`config.mk`:
```
export PLATFORM = sky130hd
export DESIGN_NAME = mem_burst_arbiter
export DESIGN_NICKNAME = d
export VERILOG_FILES = /design/src/rtl/mem_burst_arbiter.sv
export SDC_FILE = /design/constraint.sdc
export NUM_CORES = 1
export LEC_CHECK = 0
export CAP_MARGIN = 20
export CORE_MARGIN = 1
export CORE_UTILIZATION = 38
export CTS_CLUSTER_SIZE = 16
export DETAILED_ROUTE_END_ITERATION = 6
export HOLD_SLACK_MARGIN = 0.1
export MAX_ROUTING_LAYER = met4
export PLACE_DENSITY = 0.89
export SLEW_MARGIN = 10
export SYNTH_ARGS = -nofsm -noshare
export SYNTH_HDL_FRONTEND = slang
export SYNTH_SLANG_ARGS = --single-unit
```
`constraint.sdc`:
```
create_clock -name clk -period 2.7 [get_ports clk]
set_clock_uncertainty 0.2 [all_clocks]
set_input_delay 0.405 -clock clk [delete_from_list [all_inputs] [get_ports clk]]
set_output_delay 0.405 -clock clk [all_outputs]
set_load 0.01 [all_outputs]
```
`src/rtl/mem_burst_arbiter.sv`:
```
// mem_burst_arbiter
// Shares one single-port memory (sync write, combinational read) between
// NUM_REQ burst requesters. One requester is granted per burst; the burst
// then issues one beat per cycle with an auto-incrementing, wrapping address.
// Read beats come back registered one cycle later with valid/last flags.
//
// Optional build macro: MEM_ARB_FIXED_PRIO_EN
//   defined   -> lowest-index valid requester always wins, no RR pointer
//   undefined -> round-robin starting from the requester after the last grant
//
// state  | meaning
// -------+---------------------------------------------------------------
// IDLE   | no burst; arbitrate, ack the winner and latch its burst fields
// BURST  | one memory beat per cycle until the beat counter reaches 1
module mem_burst_arbiter #(
  parameter int NUM_REQ    = 2,
  parameter int DEPTH      = 32,
  parameter int DATA_WIDTH = 32,
  parameter int LEN_WIDTH  = 4,
  localparam int ADDR_WIDTH = $clog2(DEPTH)
) (
  input  logic                           clk,
  input  logic                           rst,
  input  logic [NUM_REQ-1:0]             req_valid,
  input  logic [NUM_REQ-1:0]             req_we,
  input  logic [NUM_REQ*ADDR_WIDTH-1:0]  req_addr,
  input  logic [NUM_REQ*LEN_WIDTH-1:0]   req_len,
  output logic [NUM_REQ-1:0]             req_ack,
  input  logic [NUM_REQ*DATA_WIDTH-1:0]  wdata,
  output logic [NUM_REQ-1:0]             wdata_take,
  output logic [NUM_REQ-1:0]             rsp_valid,
  output logic                           rsp_last,
  output logic [DATA_WIDTH-1:0]          rsp_rdata,
  output logic                           busy,
  output logic [ADDR_WIDTH-1:0]          mem_address,
  output logic [DATA_WIDTH-1:0]          mem_data_in,
  output logic                           mem_wr_en,
  input  logic [DATA_WIDTH-1:0]          mem_data_out
);

  localparam int PTR_W = (NUM_REQ > 1) ? $clog2(NUM_REQ) : 1;
  // One extra bit so the "0 means 2**LEN_WIDTH" length fits in the counter.
  localparam int CNT_W = LEN_WIDTH + 1;

  typedef enum logic {
    S_IDLE  = 1'b0,
    S_BURST = 1'b1
  } state_t;

  state_t                  state_q, state_d;
  logic [PTR_W-1:0]        gnt_q, gnt_d;
  logic                    we_q, we_d;
  logic [ADDR_WIDTH-1:0]   addr_q, addr_d;
  logic [CNT_W-1:0]        cnt_q, cnt_d;
  logic [NUM_REQ-1:0]      rsp_valid_q, rsp_valid_d;
  logic                    rsp_last_q, rsp_last_d;
  logic [DATA_WIDTH-1:0]   rsp_rdata_q, rsp_rdata_d;
`ifndef MEM_ARB_FIXED_PRIO_EN
  logic [PTR_W-1:0]        rr_q, rr_d;
`endif

  logic                    arb_found;
  logic [PTR_W-1:0]        arb_win;
  logic [LEN_WIDTH-1:0]    win_len;
  logic [NUM_REQ-1:0]      req_ack_c;
  logic [NUM_REQ-1:0]      wdata_take_c;
  logic                    mem_wr_en_c;
  logic [ADDR_WIDTH-1:0]   mem_address_c;
  logic [DATA_WIDTH-1:0]   mem_data_in_c;

  // Arbitration: first valid requester found scanning upward from the start point.
  always_comb begin
    arb_found = 1'b0;
    arb_win   = '0;
    for (int k = 0; k < NUM_REQ; k++) begin
`ifdef MEM_ARB_FIXED_PRIO_EN
      if (!arb_found && req_valid[PTR_W'(k)]) begin
        arb_found = 1'b1;
        arb_win   = PTR_W'(k);
      end
`else
      if (!arb_found && req_valid[PTR_W'((int'(rr_q) + k) % NUM_REQ)]) begin
        arb_found = 1'b1;
        arb_win   = PTR_W'((int'(rr_q) + k) % NUM_REQ);
      end
`endif
    end
  end

  assign win_len = req_len[int'(arb_win)*LEN_WIDTH +: LEN_WIDTH];

  // Next-state, burst sequencing and memory-side outputs.
  always_comb begin
    state_d       = state_q;
    gnt_d         = gnt_q;
    we_d          = we_q;
    addr_d        = addr_q;
    cnt_d         = cnt_q;
    rsp_valid_d   = '0;
    rsp_last_d    = 1'b0;
    rsp_rdata_d   = rsp_rdata_q;
    req_ack_c     = '0;
    wdata_take_c  = '0;
    mem_wr_en_c   = 1'b0;
    mem_address_c = '0;
    mem_data_in_c = '0;
`ifndef MEM_ARB_FIXED_PRIO_EN
    rr_d          = rr_q;
`endif

    case (state_q)
      S_IDLE: begin
        if (arb_found) begin
          req_ack_c[arb_win] = 1'b1;
          gnt_d   = arb_win;
          we_d    = req_we[arb_win];
          addr_d  = req_addr[int'(arb_win)*ADDR_WIDTH +: ADDR_WIDTH];
          cnt_d   = (win_len == '0) ? (CNT_W'(1) << LEN_WIDTH) : {1'b0, win_len};
          state_d = S_BURST;
        end
      end

      S_BURST: begin
        mem_address_c = addr_q;
        if (we_q) begin
          mem_wr_en_c           = 1'b1;
          mem_data_in_c         = wdata[int'(gnt_q)*DATA_WIDTH +: DATA_WIDTH];
          wdata_take_c[gnt_q]   = 1'b1;
        end else begin
          rsp_valid_d[gnt_q] = 1'b1;
          rsp_rdata_d        = mem_data_out;
          rsp_last_d         = (cnt_q == CNT_W'(1));
        end

        addr_d = (addr_q == ADDR_WIDTH'(DEPTH - 1)) ? '0 : addr_q + ADDR_WIDTH'(1);
        cnt_d  = cnt_q - CNT_W'(1);

        if (cnt_q == CNT_W'(1)) begin
          state_d = S_IDLE;
`ifndef MEM_ARB_FIXED_PRIO_EN
          rr_d = (gnt_q == PTR_W'(NUM_REQ - 1)) ? '0 : gnt_q + PTR_W'(1);
`endif
        end
      end

      default: state_d = S_IDLE;
    endcase
  end

  // State, burst context and registered read response.
  always_ff @(posedge clk or posedge rst) begin
    if (rst) begin
      state_q     <= S_IDLE;
      gnt_q       <= '0;
      we_q        <= 1'b0;
      addr_q      <= '0;
      cnt_q       <= '0;
      rsp_valid_q <= '0;
      rsp_last_q  <= 1'b0;
      rsp_rdata_q <= '0;
`ifndef MEM_ARB_FIXED_PRIO_EN
      rr_q        <= '0;
`endif
    end else begin
      state_q     <= state_d;
      gnt_q       <= gnt_d;
      we_q        <= we_d;
      addr_q      <= addr_d;
      cnt_q       <= cnt_d;
      rsp_valid_q <= rsp_valid_d;
      rsp_last_q  <= rsp_last_d;
      rsp_rdata_q <= rsp_rdata_d;
`ifndef MEM_ARB_FIXED_PRIO_EN
      rr_q        <= rr_d;
`endif
    end
  end

  // The ack is decoded from live req_valid, so mask it while reset is held.
  assign req_ack     = rst ? '0 : req_ack_c;
  assign wdata_take  = wdata_take_c;
  assign mem_wr_en   = mem_wr_en_c;
  assign mem_address = mem_address_c;
  assign mem_data_in = mem_data_in_c;
  assign rsp_valid   = rsp_valid_q;
  assign rsp_last    = rsp_last_q;
  assign rsp_rdata   = rsp_rdata_q;
  assign busy        = (state_q == S_BURST);

endmodule

```
* Yosys cells after proc, flatten, opt, wreduce, memory -nomap -nowiden
Cells that the tools add are included.
** Word-level totals
- Flip-flop bits (word level) :: 49
- Input port bits :: 120
- Logic and storage cells :: 74
** Operators by class
- $add $sub $neg :: 4
- Multiply operators :: 1
- Magnitude comparators :: 6
- Equal/unequal tests :: 3
- Shifts and indexed selects :: 3
- Mux-type cells :: 38
- Bitwise gates (word level) :: 2
- Reductions and logical operators :: 8
** Operators with widths (count)
- two-way mux 32 bit :: 2
- variable part select 64 x 7 -> 32 bit :: 1
- two-way mux 5 bit :: 5
- case mux 5 bit (2 select lines) :: 2
- two-way mux 1 bit :: 19
- two-way mux 2 bit :: 7
- variable part select 10 x 5 -> 5 bit :: 1
- variable part select 8 x 4 -> 4 bit :: 1
- less-than comparator 1 x 3 -> 1 bit (second input constant) :: 2
- AND reduction 2 bit :: 3
- adder 5 x 1 -> 5 bit (second input constant) :: 1
- == test 5 x 1 -> 1 bit (second input constant) :: 1
- == test 5 bit (second input constant) :: 1
- subtractor 5 x 1 -> 5 bit (second input constant) :: 1
- zero test 4 bit :: 1
- less-than comparator 1 x 2 -> 1 bit (second input constant) :: 2
- multiplier 1 x 3 -> 4 bit (second input constant) :: 1
- logical AND 1 bit :: 3
- adder 1 bit (second input constant) :: 2
- demux 1 bit (select 1 bit) :: 2
- >= comparator 1 bit (second input constant) :: 2
- != test 2 bit (second input constant) :: 1
- NOT 1 bit :: 2
- case mux 1 bit (2 select lines) :: 1
- zero test 1 bit :: 1

* Depth between registers and ports, before layout
Gate-level depths: netlist of run 1.
- Depth after elaboration :: 14
- Gate-level depth with buffers :: 6
- Depth with buffers taken out :: 6

* Least setup slack after synthesis of run 1
No wires, ideal clock.
- Path kind :: flip-flop to output port
- Start :: register state_q (netlist: busy)
- End :: output port mem_data_in[10]
- Arrival :: 1144 ps
- Required time :: 2095 ps
- Slack :: 951 ps
- Stages on the path, launching flop included :: 5
- Buffers on the path :: 2
- Path through :: dfrtp_1 buf_4 nand2_2 buf_2 nor2_1
** On the way
- Word-level cells in the longest chain between the ends :: 1
** Ends and longest elaborated chain
- start, declared :: RTL line 50 : state_t state_q, state_d;
- start signal, assigned :: RTL line 165 : state_q <= state_d;
- two-way mux 32 bit :: RTL line 111 : case (state_q)
- end, declared :: RTL line 36 : output logic [DATA_WIDTH-1:0] mem_data_in,
No other way between the ends.

* Worst setup path in the final report of run 1
- Start :: register gnt_q
- End :: output port mem_data_in[6]
** On the way
- Word-level cells in the longest chain between the ends :: 3
** Ends and longest elaborated chain
- start, declared :: RTL line 51 : logic [PTR_W-1:0] gnt_q, gnt_d;
- start signal, assigned :: RTL line 166 : gnt_q <= gnt_d;
- variable part select 64 x 7 -> 32 bit :: RTL line 127 : mem_data_in_c = wdata[int'(gnt_q)*DATA_WIDTH +: DATA_WIDTH];
- two-way mux 32 bit :: RTL line 125 : if (we_q) begin
- two-way mux 32 bit :: RTL line 111
No other way between the ends.

==> flow_summary.json, run 1 <==
{
  "fin_nets": 566,
  "multiInputGateArea_mm2": 0.00148,
  "track_usage": 0.224,
  "die_w_um": 88.8,
  "synth.distinct_cells": 37,
  "syn_area_per_cell_um2": 11.7,
  "grt_overflow": 0,
  "portBuffers": 196,
  "cp.required_ps": 2100,
  "clock-root-buffer": "clkbuf_8",
  "drive_above_1_share": 0.131,
  "coreArea_mm2": 0.00725,
  "fin_ws_ps": 166,
  "grt_pass1_vias": 2524,
  "ioPinCount": 198,
  "cts_tree": "built",
  "num_antenna_cells": 0,
  "dieArea_mm2": 0.00788,
  "drt-total-wl_mm": 8.81,
  "p_leak_nw": 2.18,
  "startpoint_type": "register",
  "synth-edff-count": 0,
  "fmax_ghz": 0.395,
  "post-place-ws_ps": 255,
  "setup_violations": 0,
  "async_reset_ff_frac": 1.00,
  "first_pass_iters": 5,
  "worstPathArrival_ps": 1930,
  "hold_violations": 0,
  "maxCapViolations": 0,
  "num_vias": 2618,
  "cts_buffers": 5,
  "p_per_area_mw_per_mm2": 1030,
  "stdcell_count": 542,
  "worst_pin_slew_ps": 395,
  "crit_type": "register to primary output",
  "grt_max_degree": 35,
  "rows": 31,
  "die_h_um": 88.8,
  "hp-class": "input pin to asynchronous set/reset pin",
  "rsz0062_at_grt": "false",
  "period_minus_slack_ps": 2530,
  "seq_area_mm2": 0.00123,
  "status": "completed",
  "postCtsSetupBuffers": 0,
  "wl_per_cell_um": 16.2,
  "drc_errors": 0,
  "vias_per_cell": 4.83,
  "crit_path_end_kind": "primary output",
  "setup-tns-final_ps": 0,
  "initial_core_util": 0.394,
  "ys_seq_elements": 49,
  "ys_seq_area_frac": 0.429,
  "synthTopCellsByCount": "dfrtp_1, mux2i_1, nor2_1, mux2_4",
  "clkLatencyLatePin_ps": 300,
  "syn-num-nets": 369,
  "slew_viol_final": 0,
  "clkTransAtPathRegs_ps": 90,
  "antenna_found_initial": 0,
  "irDropWorstVdd_uv": 529,
  "drtIter0Drc": 76,
  "antenna_left": 0,
  "dpl.hpwl_mm": 6.97,
  "clk_path_buf_depth": 2,
  "synth_area_mm2": 0.00286,
  "synth_flop_cell": "dfrtp_1",
  "area_growth_pct": 76.3,
  "path_max_fanout": 21,
  "ctsHtreeMaxLevel": 2,
  "finalCritPeriodShare": 0.938,
  "place_congestion": 0.808,
  "yosysMostFrequentCell": "dfrtp_1",
  "synth_top_area_frac": 0.429,
  "hold_buffers": 0,
  "hold_ws_ps": 272,
  "cts.sinks": 49,
  "yosysTopAreaCell": "dfrtp_1",
  "synth.area.top_cells": "dfrtp_1, mux2_4, mux2i_1",
  "relSlewSlack": 0.736,
  "synth_warnings": 0,
  "final_util": 0.695,
  "post-place-cells": 534,
  "syn_inst": 245,
  "fillers": 569,
  "grt_pass1_wl_mm": 13.0
}
-- cell type report --
cell class / count / share of cell area
repair buffers: 206 / 0.406
multi-input cells: 174 / 0.294
flip-flops and latches: 49 / 0.244
well taps: 99 / 0.0246
clock buffers: 5 / 0.0136
clock inverters: 3 / 0.0129
inverters: 6 / 0.00447
-- logic make-up (layout without fill, tap and decap cells) --
group,after synthesis,in the layout,synth area share
multiplexers,76,76,0.318
XOR/XNOR,3,3,0.00919
AND/OR/NAND/NOR,68,68,0.114
buffers and inverters,22,220,0.0542
AO/OA/AOI/OAI,23,23,0.0577
flip-flops,49,49,0.429
adder cells (fa/ha/maj),4,4,0.0175
-- metrics by stage --
stage	power, mW	area (um2)
detailed placement	4.59	4900
finish	5.20	5040
floorplan	3.20	2860
global route	5.53	5040
global placement	4.48	4900
CTS	5.24	5040
-- where the power goes --
group	internal (mW)	leakage (nW)	switching [mW]	total, mW
Sequential	1.11	0.573	0.307	1.42
Clock	0.368	0.0681	0.244	0.612
Combinational	1.91	1.54	1.26	3.17
-- sequential cells by signal, summed over array words and instances (netlist names) --
register / cells
rsp_rdata: 32
addr_q: 5
cnt_q: 5
rsp_valid: 2
busy: 1
gnt_q: 1
rr_q: 1
rsp_last: 1
we_q: 1
-- cell usage in the layout, fill, tap and decap left out, types with 2 or more instances in the layout --
cell type	synthesis	layout
clkbuf_8	0	5
and3_1	2	2
inv_1	5	4
mux2_2	4	4
dfrtp_1	49	46
inv_2	1	2
clkdlybuf4s50_1	0	196
mux2_4	29	29
a211o_1	6	6
nor4_1	2	2
nor2_1	43	43
nor3_1	4	4
and2_1	6	6
buf_4	2	9
nand2b_1	2	2
a21o_1	2	2
ha_1	4	4
bufinv_16	0	2
xnor2_1	2	2
nand2_1	2	2
dfrtp_2	0	3
mux2i_1	43	43
a211oi_1	3	3
o21ai_0	7	7
-- timing repair --
item | CTS | global route
endpoints found under the setup margin | 4 | 1
resized for setup | 1 | 2
hold endpoints to repair | 0 | 0
-- worst max-delay path, stage by stage (launching register included) --
cell             delay (ps)
dfrtp_2                 580
buf_12                  240
mux2i_1                  90
nor2_1                  130
clkdlybuf4s50_1         580
-- final timing paths --
kind                                     startpoint                         to  slack (ps)  cells past startpoint
max reg2reg                          busy$_DFF_PP0_   rsp_rdata[5]$_DFFE_PP0P_         590                      5
max in group asynchronous                       rst  rsp_rdata[16]$_DFFE_PP0P_        1470                      3
min reg2reg                rsp_rdata[6]$_DFFE_PP0P_   rsp_rdata[6]$_DFFE_PP0P_         320                      1
max                               gnt_q$_DFFE_PP0P_             mem_data_in[6]         170                      4
min in group clk           rsp_rdata[6]$_DFFE_PP0P_   rsp_rdata[6]$_DFFE_PP0P_         320                      1
min                                             rst      addr_q[0]$_DFFE_PP0P_         270                      2
-- per-layer routing --
metal / GRT usage / routed length, um / vias to the layer above / part of all wire
met2: 0.376 / 4560 / 88 / 0.52
met5: - / 0 / - / 0
li1: - / - / 1252 / -
met1: 0.279 / 3650 / 1263 / 0.41
met4: 0.0543 / 121 / 0 / 0.014
met3: 0.0410 / 478 / 15 / 0.054
No activity file was read; power rests on OpenSTA's default activity.
==> run 2: changes to the inputs <==
Settings changed: RECOVER_POWER from default to 25, SLEW_MARGIN 10 to 25.
==> flow_summary.json, run 2 (synthesis results as in run 1) <==
{
  "cp.required_ps": 2100,
  "period_minus_slack_ps": 2540,
  "grt_overflow": 0,
  "place_congestion": 0.808,
  "stdcell_count": 542,
  "p_total_mw": 5.19,
  "internal_power_mw": 3.39,
  "drtIter0Drc": 78,
  "crit_buf_inv": 2,
  "irDropWorstVdd_uv": 528,
  "coreArea_mm2": 0.00725,
  "relSlewSlack": 0.420,
  "clock-root-buffer": "clkbuf_8",
  "maxCapViolations": 0,
  "p_per_area_mw_per_mm2": 1030,
  "portBuffers": 196,
  "drc_errors": 0,
  "clkTransAtPathRegs_ps": 90,
  "antenna_left": 0,
  "antenna_found_initial": 0,
  "grt_pass1_wl_mm": 13.0,
  "cts.sinks": 49,
  "dpl.hpwl_mm": 6.97,
  "rows": 31,
  "drive_above_1_share": 0.124,
  "num_vias": 2610,
  "fin_nets": 566,
  "clk_path_buf_depth": 2,
  "grt_pass1_vias": 2524,
  "post-place-cells": 534,
  "p_clk_frac": 0.118,
  "critical-path-top-delay-family": "buffers and inverters",
  "worst_pin_slew_ps": 870,
  "slew_viol_final": 0,
  "hold_buffers": 0,
  "power_switching_mw": 1.81,
  "setup-tns-final_ps": 0,
  "clkLatencyLatePin_ps": 300,
  "p_leak_nw": 2.18,
  "cts_buffers": 5,
  "vias_per_cell": 4.82,
  "hold_ws_ps": 316,
  "wl_per_cell_um": 16.2,
  "dieArea_mm2": 0.00788,
  "die_w_um": 88.8,
  "status": "completed",
  "cts_tree": "built",
  "ioPinCount": 198,
  "worstPathArrival_ps": 1930,
  "swShare": 0.348,
  "fmax_ghz": 0.394,
  "rsz0062_at_grt": "false",
  "startpoint_type": "register",
  "largest_register_ffs": 32,
  "grt_max_degree": 35,
  "crit_chain": "buf_12 -> mux2i_1 -> nor2_1 -> clkdlybuf4s50_1",
  "power.share.sequential": 0.273,
  "area_growth_pct": 76.1,
  "postCtsSetupBuffers": 0,
  "hold_violations": 0,
  "drt-total-wl_mm": 8.80,
  "first_pass_iters": 4,
  "ctsHtreeMaxLevel": 2,
  "setup_violations": 0,
  "crit_type": "register to primary output",
  "path_max_fanout": 21,
  "track_usage": 0.224,
  "crit_path_end_kind": "primary output",
  "mostFrequentLayoutCells": "clkdlybuf4s50_1, dfrtp_1, mux2i_1, nor2_1, mux2_4",
  "reg2reg_slack_ps": 580,
  "final_common_cell": "clkdlybuf4s50_1",
  "die_h_um": 88.8,
  "slowest_stage": "dfrtp_2",
  "finalCritPeriodShare": 0.939,
  "initial_core_util": 0.394,
  "num_antenna_cells": 0,
  "hp-class": "register to register",
  "cpPeakStageDelay_ps": 580,
  "p_comb_frac": 0.609
}
## run 2: area by class of cell
type                       count  area (um2)
clock inverter                 3        65.1
fill                         571        2220
tap                           99         124
multi-input combinational    174        1480
sequential                    49        1230
clock buffer                   5        68.8
inverter                       6        22.5
timing repair buffer         206        2040
## run 2: path summary, 6_finish.rpt
check | depth (start not counted) | start | end
hold reg to reg | 1 | rsp_rdata[6]$_DFFE_PP0P_ | rsp_rdata[6]$_DFFE_PP0P_
setup / recovery | 4 | gnt_q$_DFFE_PP0P_ | mem_data_in[6]
setup reg to reg | 5 | busy$_DFF_PP0_ | rsp_rdata[5]$_DFFE_PP0P_
max in group asynchronous | 3 | rst | rsp_rdata[16]$_DFFE_PP0P_
min in group asynchronous | 2 | rst | addr_q[0]$_DFFE_PP0P_
hold / removal | 1 | rsp_rdata[6]$_DFFE_PP0P_ | rsp_rdata[6]$_DFFE_PP0P_
## run 2: per-layer routing
layer	vias up	global-route usage	share of wire	wire, um
li1	1251	-	-	-
met3	14	0.0410	0.055	487
met5	-	-	0	0
met2	93	0.376	0.52	4580
met1	1252	0.279	0.41	3610
met4	0	0.0543	0.014	119
## run 2: through the flow
stage	utilization	setup WS [ps]	area, um2
6_report	0.694	165	5040
5_1_grt	0.694	76.9	5040
4_1_cts	0.695	101	5040
3_5_place_dp	0.676	255	4900
3_3_place_gp	0.676	284	4900
2_1_floorplan	-	922	2860
## run 2: repair_timing
item | in CTS | in global routing
pin swaps | 0 | 0
cloned | 0 | 0
setup endpoints to repair | 4 | 1
resized for setup | 1 | 2
## run 2: worst reg2reg max path: stages, from the launching register on
cell and delay (ps):
dfrtp_2 500, buf_4 260, inv_2 130, nor2_8 320, buf_4 270, mux2_4 320
## run 2: power by group through the flow
stage                     sequential, mW  clock [mW]  combinational [mW]
after floorplan                     1.46           0                1.74
after global placement              1.39           0                3.09
after detailed placement            1.42           0                3.17
after CTS                           1.42       0.625                3.19
after global routing                1.47       0.659                3.41
final                               1.42       0.613                3.16
==> run 3: changes to the inputs <==
Settings changed: CORE_MARGIN 1 to 2.
==> flow_summary.json, run 3 (synthesis results as in run 1) <==
{
  "first_pass_iters": 4,
  "topRoutingLayerUsed": "met4",
  "cts.sinks": 49,
  "clkTransAtPathRegs_ps": 90,
  "fin_nets": 562,
  "final_common_cell": "clkdlybuf4s50_1",
  "met1_length_mm": 3.55,
  "r2r_start": "busy$_DFF_PP0_",
  "wl_per_cell_um": 16.4,
  "mostFrequentLayoutCells": "clkdlybuf4s50_1, dfrtp_1, mux2i_1, nor2_1, mux2_4",
  "die_w_um": 90.8,
  "post-place-ws_ps": 324,
  "irDropWorstVdd_uv": 577,
  "num_vias": 2589,
  "cpPeakStageDelay_ps": 580,
  "slew_viol_final": 0,
  "crit_type": "register to primary output",
  "vias_per_cell": 4.81,
  "grt_overflow": 0,
  "finalCritPeriodShare": 0.941,
  "dpl.hpwl_mm": 7.02,
  "die_h_um": 90.8,
  "dieArea_mm2": 0.00824,
  "relSlewSlack": 0.325,
  "grt_pass1_vias": 2535,
  "largest_register_ffs": 32,
  "reg2regPathDepth": 5,
  "path_max_fanout": 34,
  "ctsHtreeMaxLevel": 2,
  "multiInputGateArea_mm2": 0.00148,
  "drc_errors": 0,
  "p_per_area_mw_per_mm2": 1010,
  "fillers": 525,
  "wl_met2_mm": 4.58,
  "initial_core_util": 0.394,
  "p_leak_nw": 2.15,
  "drive_above_1_share": 0.116,
  "place_congestion": 0.832,
  "slowest_stage": "dfrtp_1",
  "startpoint_type": "register",
  "drt-total-wl_mm": 8.81,
  "hp-class": "register to register",
  "worst_pin_slew_ps": 1010,
  "cp-startpoint": "busy$_DFF_PP0_",
  "clk_path_buf_depth": 2,
  "cts_buffers": 5,
  "ioPinCount": 198,
  "maxCapViolations": 0,
  "clock-root-buffer": "clkbuf_8",
  "track_usage": 0.210,
  "grt_max_degree": 35,
  "rsz0062_at_grt": "false",
  "crit_chain": "nand2_4 -> nor2_1 -> clkdlybuf4s50_1",
  "cp.required_ps": 2100,
  "rows": 31,
  "area_growth_pct": 74.2,
  "grt_pass1_wl_mm": 13.6,
  "seq_area_mm2": 0.00123,
  "drtIter0Drc": 42,
  "hold_violations": 0,
  "fmax_ghz": 0.394,
  "rr_endpoint": "rsp_rdata[26]$_DFFE_PP0P_",
  "cts_tree": "built",
  "coreArea_mm2": 0.00725,
  "p_total_mw": 5.02,
  "setup-tns-final_ps": 0,
  "stdcell_count": 538,
  "worstPathArrival_ps": 1940,
  "crit_path_end_kind": "primary output",
  "setup_violations": 0,
  "clkLatencyLatePin_ps": 310,
  "status": "completed",
  "fin_ws_ps": 159,
  "portBuffers": 196,
  "antenna_left": 0,
  "period_minus_slack_ps": 2540,
  "reg2reg_slack_ps": 460,
  "postCtsSetupBuffers": 0,
  "post-place-cells": 530,
  "endpoint": "mem_data_in[31]",
  "antenna_found_initial": 0,
  "route.met3.wl_um": 550,
  "num_antenna_cells": 0
}
==> run 3: cell types whose count changed in the layout (fill, tap and decap cells not counted) <==
cell and change:
buf_4 -4, inv_6 +3, bufinv_16 -2, clkbuf_1 -2
dfrtp_1 +2, dfrtp_2 -2, buf_12 +1, clkbuf_2 +1
clkinv_2 -1
==> run 3: power by group <==
part | internal, mW | leakage (nW) | total [mW] | switching, mW
clock network | 0.193 | 0.0495 | 0.459 | 0.266
registers | 1.11 | 0.575 | 1.39 | 0.283
logic | 1.90 | 1.53 | 3.18 | 1.28
==> run 3: how the worst min path moves through the flow <==
stage | startpoint | to | slack, ps | cells after the start
5_1_grt | rsp_rdata[5]$_DFFE_PP0P_ | rsp_rdata[5]$_DFFE_PP0P_ | 330 | 1
4_1_cts | rsp_rdata[3]$_DFFE_PP0P_ | rsp_rdata[3]$_DFFE_PP0P_ | 320 | 1
3_5_place_dp | rsp_rdata[17]$_DFFE_PP0P_ | rsp_rdata[17]$_DFFE_PP0P_ | 290 | 1
3_3_place_gp | rsp_rdata[2]$_DFFE_PP0P_ | rsp_rdata[2]$_DFFE_PP0P_ | 290 | 1
6_report | rsp_rdata[3]$_DFFE_PP0P_ | rsp_rdata[3]$_DFFE_PP0P_ | 310 | 1
2_1_floorplan | cnt_q[0]$_DFFE_PP0P_ | cnt_q[0]$_DFFE_PP0P_ | 300 | 1
==> run 3: repair_timing <==
action	in CTS	in global routing
hold buffers	0	0
resized for setup	1	0
setup endpoints to repair	11	0
==> run 3: cell type report <==
cell class                      instances  share of cell area
Timing Repair Buffer                  202               0.407
Sequential cell                        49               0.246
Tap cell                               99              0.0249
Clock buffer                            5              0.0138
Multi-Input combinational cell        174               0.298
Clock inverter                          3             0.00527
Inverter                                6             0.00452
==> run 3: metal layers <==
metal	vias up	track usage
li1	1242	-
met1	1232	0.247
met2	100	0.364
met3	15	0.0526
met4	0	0.0449
met5	-	-
==> run 3: per-stage QoR <==
| step | hold slack (ps) | cell area, um2 | utilization |
|---|---|---|---|
| 2_1_floorplan | 296 | 2860 | - |
| 3_3_place_gp | 290 | 4900 | 0.675 |
| 3_5_place_dp | 290 | 4900 | 0.675 |
| 4_1_cts | 317 | 5000 | 0.689 |
| 5_1_grt | 329 | 4980 | 0.687 |
| 6_report | 312 | 4980 | 0.687 |
==> run 3: critical path, delay by kind of cell, from the launching register on <==
family	cells	cell delay, ps
flops	1	580
simple gates	2	490
buf+inv	1	560
